<file path="src/rtl/simp_sequencer.sv">
// Fetch/decode/execute control sequencer for the SIMP datapath.
// Holds the state and wait-counter registers; datapath controls are decoded from them.
module simp_sequencer #(
   parameter int WAIT_MAX = 15,
   parameter int TW       = 4
) (
   input  logic       ck,
   input  logic       rst,
   input  logic       start,
   input  logic [7:0] ir,
   input  logic       acc_zero,
   input  logic       mem_rdy,
   output logic       ir_e,
   output logic       pc_e,
   output logic       pc_sel,
   output logic       acc_e,
   output logic [1:0] alu_op,
   output logic       addr_sel,
   output logic       mem_re,
   output logic       mem_we,
   output logic       halted,
   output logic       fault,
   output logic [2:0] state
);

   typedef enum logic [2:0] {
      S_IDLE   = 3'd0,
      S_FETCH  = 3'd1,
      S_DECODE = 3'd2,
      S_EXEC   = 3'd3,
      S_HALT   = 3'd4
   } state_t;

   localparam logic [TW-1:0] C_WAIT = TW'(WAIT_MAX);

   state_t        r_state;
   state_t        w_next;
   logic [TW-1:0] r_cnt;
   logic          r_fault;
   logic          w_timeout;
   logic          w_strobe;
   logic [2:0]    w_op;
   logic          w_unused_operand;

   assign w_op             = ir[7:5];
   assign w_unused_operand = ^ir[4:0];
   assign w_strobe         = mem_re | mem_we;
   assign state            = r_state;
   assign fault            = r_fault;

   // Output decode and next-state selection.
   always_comb begin
      ir_e      = 1'b0;
      pc_e      = 1'b0;
      pc_sel    = 1'b0;
      acc_e     = 1'b0;
      alu_op    = 2'b00;
      addr_sel  = 1'b0;
      mem_re    = 1'b0;
      mem_we    = 1'b0;
      halted    = 1'b0;
      w_timeout = 1'b0;
      w_next    = r_state;
      case (r_state)
         S_IDLE: begin
            if (start) w_next = S_FETCH;
            else       w_next = S_IDLE;
         end
         S_FETCH: begin
            mem_re = 1'b1;
            if (mem_rdy) begin
               ir_e   = 1'b1;
               pc_e   = 1'b1;
               w_next = S_DECODE;
            end else if (r_cnt == C_WAIT) begin
               w_timeout = 1'b1;
               w_next    = S_HALT;
            end else begin
               w_next = S_FETCH;
            end
         end
         S_DECODE: begin
            case (w_op)
               3'd0, 3'd1, 3'd2, 3'd3: w_next = S_EXEC;
               3'd4: begin
                  pc_e   = 1'b1;
                  pc_sel = 1'b1;
                  w_next = S_FETCH;
               end
               3'd5: begin
                  pc_e   = acc_zero;
                  pc_sel = acc_zero;
                  w_next = S_FETCH;
               end
               3'd6:    w_next = S_FETCH;
               3'd7:    w_next = S_HALT;
               default: w_next = S_FETCH;
            endcase
         end
         S_EXEC: begin
            addr_sel = 1'b1;
            case (w_op)
               3'd0, 3'd2, 3'd3: mem_re = 1'b1;
               3'd1:             mem_we = 1'b1;
               default:          mem_re = 1'b0;
            endcase
            // A non-memory opcode here can only mean IR changed underneath us; just refetch.
            if (!(mem_re | mem_we)) begin
               w_next = S_FETCH;
            end else if (mem_rdy) begin
               acc_e  = mem_re;
               alu_op = (w_op == 3'd2) ? 2'b01 : ((w_op == 3'd3) ? 2'b10 : 2'b00);
               w_next = S_FETCH;
            end else if (r_cnt == C_WAIT) begin
               w_timeout = 1'b1;
               w_next    = S_HALT;
            end else begin
               w_next = S_EXEC;
            end
         end
         S_HALT: begin
            halted = 1'b1;
            if (start) w_next = S_FETCH;
            else       w_next = S_HALT;
         end
         default: w_next = S_IDLE;
      endcase
   end

   // State, wait counter and sticky fault.
   always_ff @(posedge ck or posedge rst) begin
      if (rst) begin
         r_state <= S_IDLE;
         r_cnt   <= {TW{1'b0}};
         r_fault <= 1'b0;
      end else begin
         r_state <= w_next;
         if (w_next != r_state) r_cnt <= {TW{1'b0}};
         else if (w_strobe && !mem_rdy) r_cnt <= r_cnt + TW'(1);
         else r_cnt <= r_cnt;
         if (w_timeout) r_fault <= 1'b1;
         else r_fault <= r_fault;
      end
   end

endmodule

</file>
<file path="config.mk">
export PLATFORM = sky130hd
export DESIGN_NAME = simp_sequencer
export DESIGN_NICKNAME = d
export VERILOG_FILES = /design/src/rtl/simp_sequencer.sv
export SDC_FILE = /design/constraint.sdc
export NUM_CORES = 1
export LEC_CHECK = 0
export CORE_MARGIN = 5
export CORE_UTILIZATION = 36
export DETAILED_ROUTE_END_ITERATION = 10
export PLACE_DENSITY_LB_ADDON = 0.15
export SYNTH_ARGS = -nofsm -noshare
export SYNTH_HDL_FRONTEND = slang
export SYNTH_SLANG_ARGS = --single-unit
</file>
<file path="constraint.sdc">
create_clock -name ck -period 1.24 [get_ports ck]
set_input_delay 0.186 -clock ck [delete_from_list [all_inputs] [get_ports ck]]
set_output_delay 0.186 -clock ck [all_outputs]
set_load 0.02 [all_outputs]
</file>
==> results.py, run 1 <==
metrics = {
    "floorplan": {
        "fp.coreArea_sq_um": 1560,
        "initial_utilization_pct": 39.0,
        "io_pins": 27,
        "fp.dieW_um": 51.1,
        "fp-row-count": 14,
        "die_y_um": 51.1,
        "dieArea_sq_um": 2610,
    },
    "clocking": {
        "clk_pin_slew_worst_paths_ns": 0.06,
        "numCtsBuffers": 3,
        "cts_tree": "built",
        "clockRootBuffer": "clkbuf_4",
        "clkLatencyLatePin_ns": 0.27,
        "cts_max_level": 1,
        "clockBufferDepth": 2,
        "holdBufCountCts": 0,
        "numClockSinks": 8,
    },
    "power_and_ir_drop": {
        "p_per_area_nw_per_um2": 1660,
        "leakage_nw": 0.594,
        "clkPwrFrac_pct": 10.3,
        "sw_frac_of_total_pct": 44.3,
        "p_total_w": 0.00215,
        "vdd_drop_max_uv": 1480,
        "internal-power_w": 0.00120,
        "sequentialPowerShare_pct": 18.3,
        "p_sw_w": 0.000954,
        "power_frac_comb_pct": 71.4,
    },
    "yosys": {
        "ys_warn_count": 0,
        "netlist.area_leader.share_pct": 32.9,
        "ys_types": 32,
        "ys_async_sr_fraction_pct": 100,
        "avgSynthCellArea_sq_um": 8.69,
        "syn_nets": 84,
        "synth_edf_count": 0,
        "post-synth-top-area-cell": "dfrtp_1",
        "synth_seq_area_share_pct": 32.9,
        "netlist_area_sq_um": 608,
        "syn_inst": 70,
        "synth_area_leaders": "dfrtp_1, nor3_1, nor2_1, xor2_1, buf_6",
        "synth-seq-cells": 8,
        "synth-main-ff-cell": "dfrtp_1",
    },
    "placement": {
        "place_area_sq_um": 1040,
        "place_congestion": 0.825,
        "dpl.hpwl_um": 1500,
        "portBuffers": 21,
    },
    "drt": {
        "num_vias": 759,
        "drc": 0,
        "drtAntennaViolNets": 0,
        "dr.pass1.iters": 4,
        "drt_wl_total_um": 2380,
        "wl_per_cell_um": 17.1,
        "drt_iter0_markers": 12,
        "via_per_inst": 5.46,
    },
    "sta": {
        "rsz0062_at_grt": "yes",
        "tightest_slew_ns": 0.396,
        "setup_viol": 18,
        "hold_slack_ns": 0.177,
        "setup_ws_ns": -0.456,
        "slew_headroom_pct": 73.6,
        "post-route-period-util_pct": 137,
        "drv_slew": 0,
        "period_minus_slack_ns": 1.70,
        "fin_worst_skew_ns": 0.00888,
        "finalHoldViolCount": 0,
        "max_freq_ghz": 0.590,
    },
    "setup_path": {
        "cpPeakStageDelay_ns": 0.43,
        "arrival_ns": 1.87,
        "critical_path_class": "reg -> reg",
        "crit_fanout": 7,
        "crit_chain": "buf_4 -> buf_8 -> o21ai_0 -> nand4_1 -> nor3_2",
        "slowest_stage": "dfrtp_2",
        "cp-end-kind": "register",
        "cp_data_required_time_ns": 1.42,
        "critPathLaunchType": "register",
    },
    "cells_and_area": {
        "fin_nets": 138,
        "layout-drive-gt1-share_pct": 65.9,
        "area_growth_pct": 114,
        "finalInstanceArea_sq_um": 1300,
        "utilization_pct": 83.4,
        "n_antenna_cell": 0,
    },
    "run_status": {
        "violations": "negative setup slack",
        "status": "complete, but fails checks",
    },
    "grt": {
        "overflow": 0,
        "grt_pass1_wl_um": 3420,
        "grt_max_degree": 9,
        "grt_pass1_vias": 723,
        "track_usage_pct": 17.7,
        "grt_antenna_before_repair": 0,
    },
    "worst_hold_path": {
        "worstHoldPathType": "in -> async",
    },
    "flow_run": {
        "cap_violations": 0,
    },
}
==> placed cells by master, fill, tap and decap left out, drive strengths merged, types with 2 or more instances in the layout <==
cell type and n:
clkbuf 4, nor3 6, and3 2, xor2 3
nor3b 4, nor2 7, buf 44, mux2i 2
clkdlybuf4s50 6, o21ai 5, nor2b 2, nand2 5
inv 5, a21oi 2, nand3 3, a31oi 2
dlygate4sd2 2, dfrtp 8
==> cells by family (layout without fill, tap and decap cells) <==
group | after synthesis | in the layout | share of synthesized area, %
and+or+nand+nor | 34 | 34 | 33.7
muxes | 2 | 2 | 3.29
AOI/OAI and AO/OA | 14 | 14 | 16.0
buffers and inverters | 8 | 61 | 7.61
DFF | 8 | 8 | 32.9
xor gates and xnor gates | 3 | 3 | 4.32
adders and majority gates | 1 | 1 | 2.06
==> layout make-up <==
cell class	count	area, sq um
Tap cell	16	20.0
Multi-Input combinational cell	54	569
Sequential cell	8	203
Fill cell	86	259
Timing Repair Buffer	52	463
Inverter	5	18.8
Clock buffer	4	26.3
==> synth_stat cells (2+ instances only) <==
cell type	count
a31oi_1	2
and3_1	2
buf_6	2
dfrtp_1	8
inv_1	5
mux2i_1	2
nand2_1	4
nand3_1	3
nor2_1	7
nor2b_1	2
nor3_1	6
nor3b_1	2
o21ai_0	3
o21ai_1	2
xor2_1	3
==> critical path: cells and delay by family, from the launching register on <==
family,cells,cell delay [ns]
buffers and inverters,2,0.28
DFF,1,0.43
AOI/OAI and AO/OA,1,0.24
and+or+nand+nor,2,0.65
==> worst paths after layout <==
check / startpoint / to / slack, ns / depth (start not counted)
min: rst / r_cnt[1]$_DFFE_PP0P_ / 0.18 / 2
min reg2reg: fault$_DFFE_PP0P_ / fault$_DFFE_PP0P_ / 0.47 / 1
max in group asynchronous: rst / state[0]$_DFF_PP0_ / 0.80 / 2
max: state[2]$_DFF_PP0_ / r_cnt[1]$_DFFE_PP0P_ / -0.46 / 5
min in group ck: fault$_DFFE_PP0P_ / fault$_DFFE_PP0P_ / 0.47 / 1
max reg2reg: state[2]$_DFF_PP0_ / r_cnt[1]$_DFFE_PP0P_ / -0.46 / 5
==> routing by layer <==
layer  global-route usage (%)  share of wire (%)
met5                        0                  0
met4                     6.73                1.3
met3                     4.94                4.2
met1                     22.7                 46
met2                     28.3                 48
==> repair_timing <==
item / in CTS / in global routing
pin swaps: 12 / 9
resized for setup: 89 / 22
setup endpoints to repair: 22 / 19
setup buffers: 7 / 5
==> state kept, by name, summed over array words and instances, names as in the netlist <==
signal	flops
fault	1
state	3
r_cnt	4
==> stage by stage <==
step	setup slack, ns	instances	TNS [ns]
2_1_floorplan	-0.365	70	-1.90
6_report	-0.456	139	-5.67
3_3_place_gp	-0.851	126	-9.37
3_5_place_dp	-0.906	126	-9.65
4_1_cts	-0.470	136	-5.31
5_1_grt	-0.524	139	-6.78
==> power groups by stage <==
| stage | logic, W | clock network (W) | registers [W] |
|---|---|---|---|
| 2_1_floorplan | 0.000617 | 0 | 0.000400 |
| 3_3_place_gp | 0.00112 | 0 | 0.000385 |
| 3_5_place_dp | 0.00114 | 0 | 0.000388 |
| 4_1_cts | 0.00129 | 0.000224 | 0.000387 |
| 5_1_grt | 0.00164 | 0.000249 | 0.000400 |
| 6_report | 0.00154 | 0.000222 | 0.000395 |
Power figures use the tool's default switching activity.
==> run 2, diff against run 1 <==
--- a/config.mk
+++ b/config.mk
@@ -9,6 +9,7 @@
 export CORE_UTILIZATION = 36
 export DETAILED_ROUTE_END_ITERATION = 10
 export PLACE_DENSITY_LB_ADDON = 0.15
+export SLEW_MARGIN = 20
 export SYNTH_ARGS = -nofsm -noshare
 export SYNTH_HDL_FRONTEND = slang
 export SYNTH_SLANG_ARGS = --single-unit
==> results of run 2 <==
No change in the layout: final DEF, timing and power equal those of run 1.
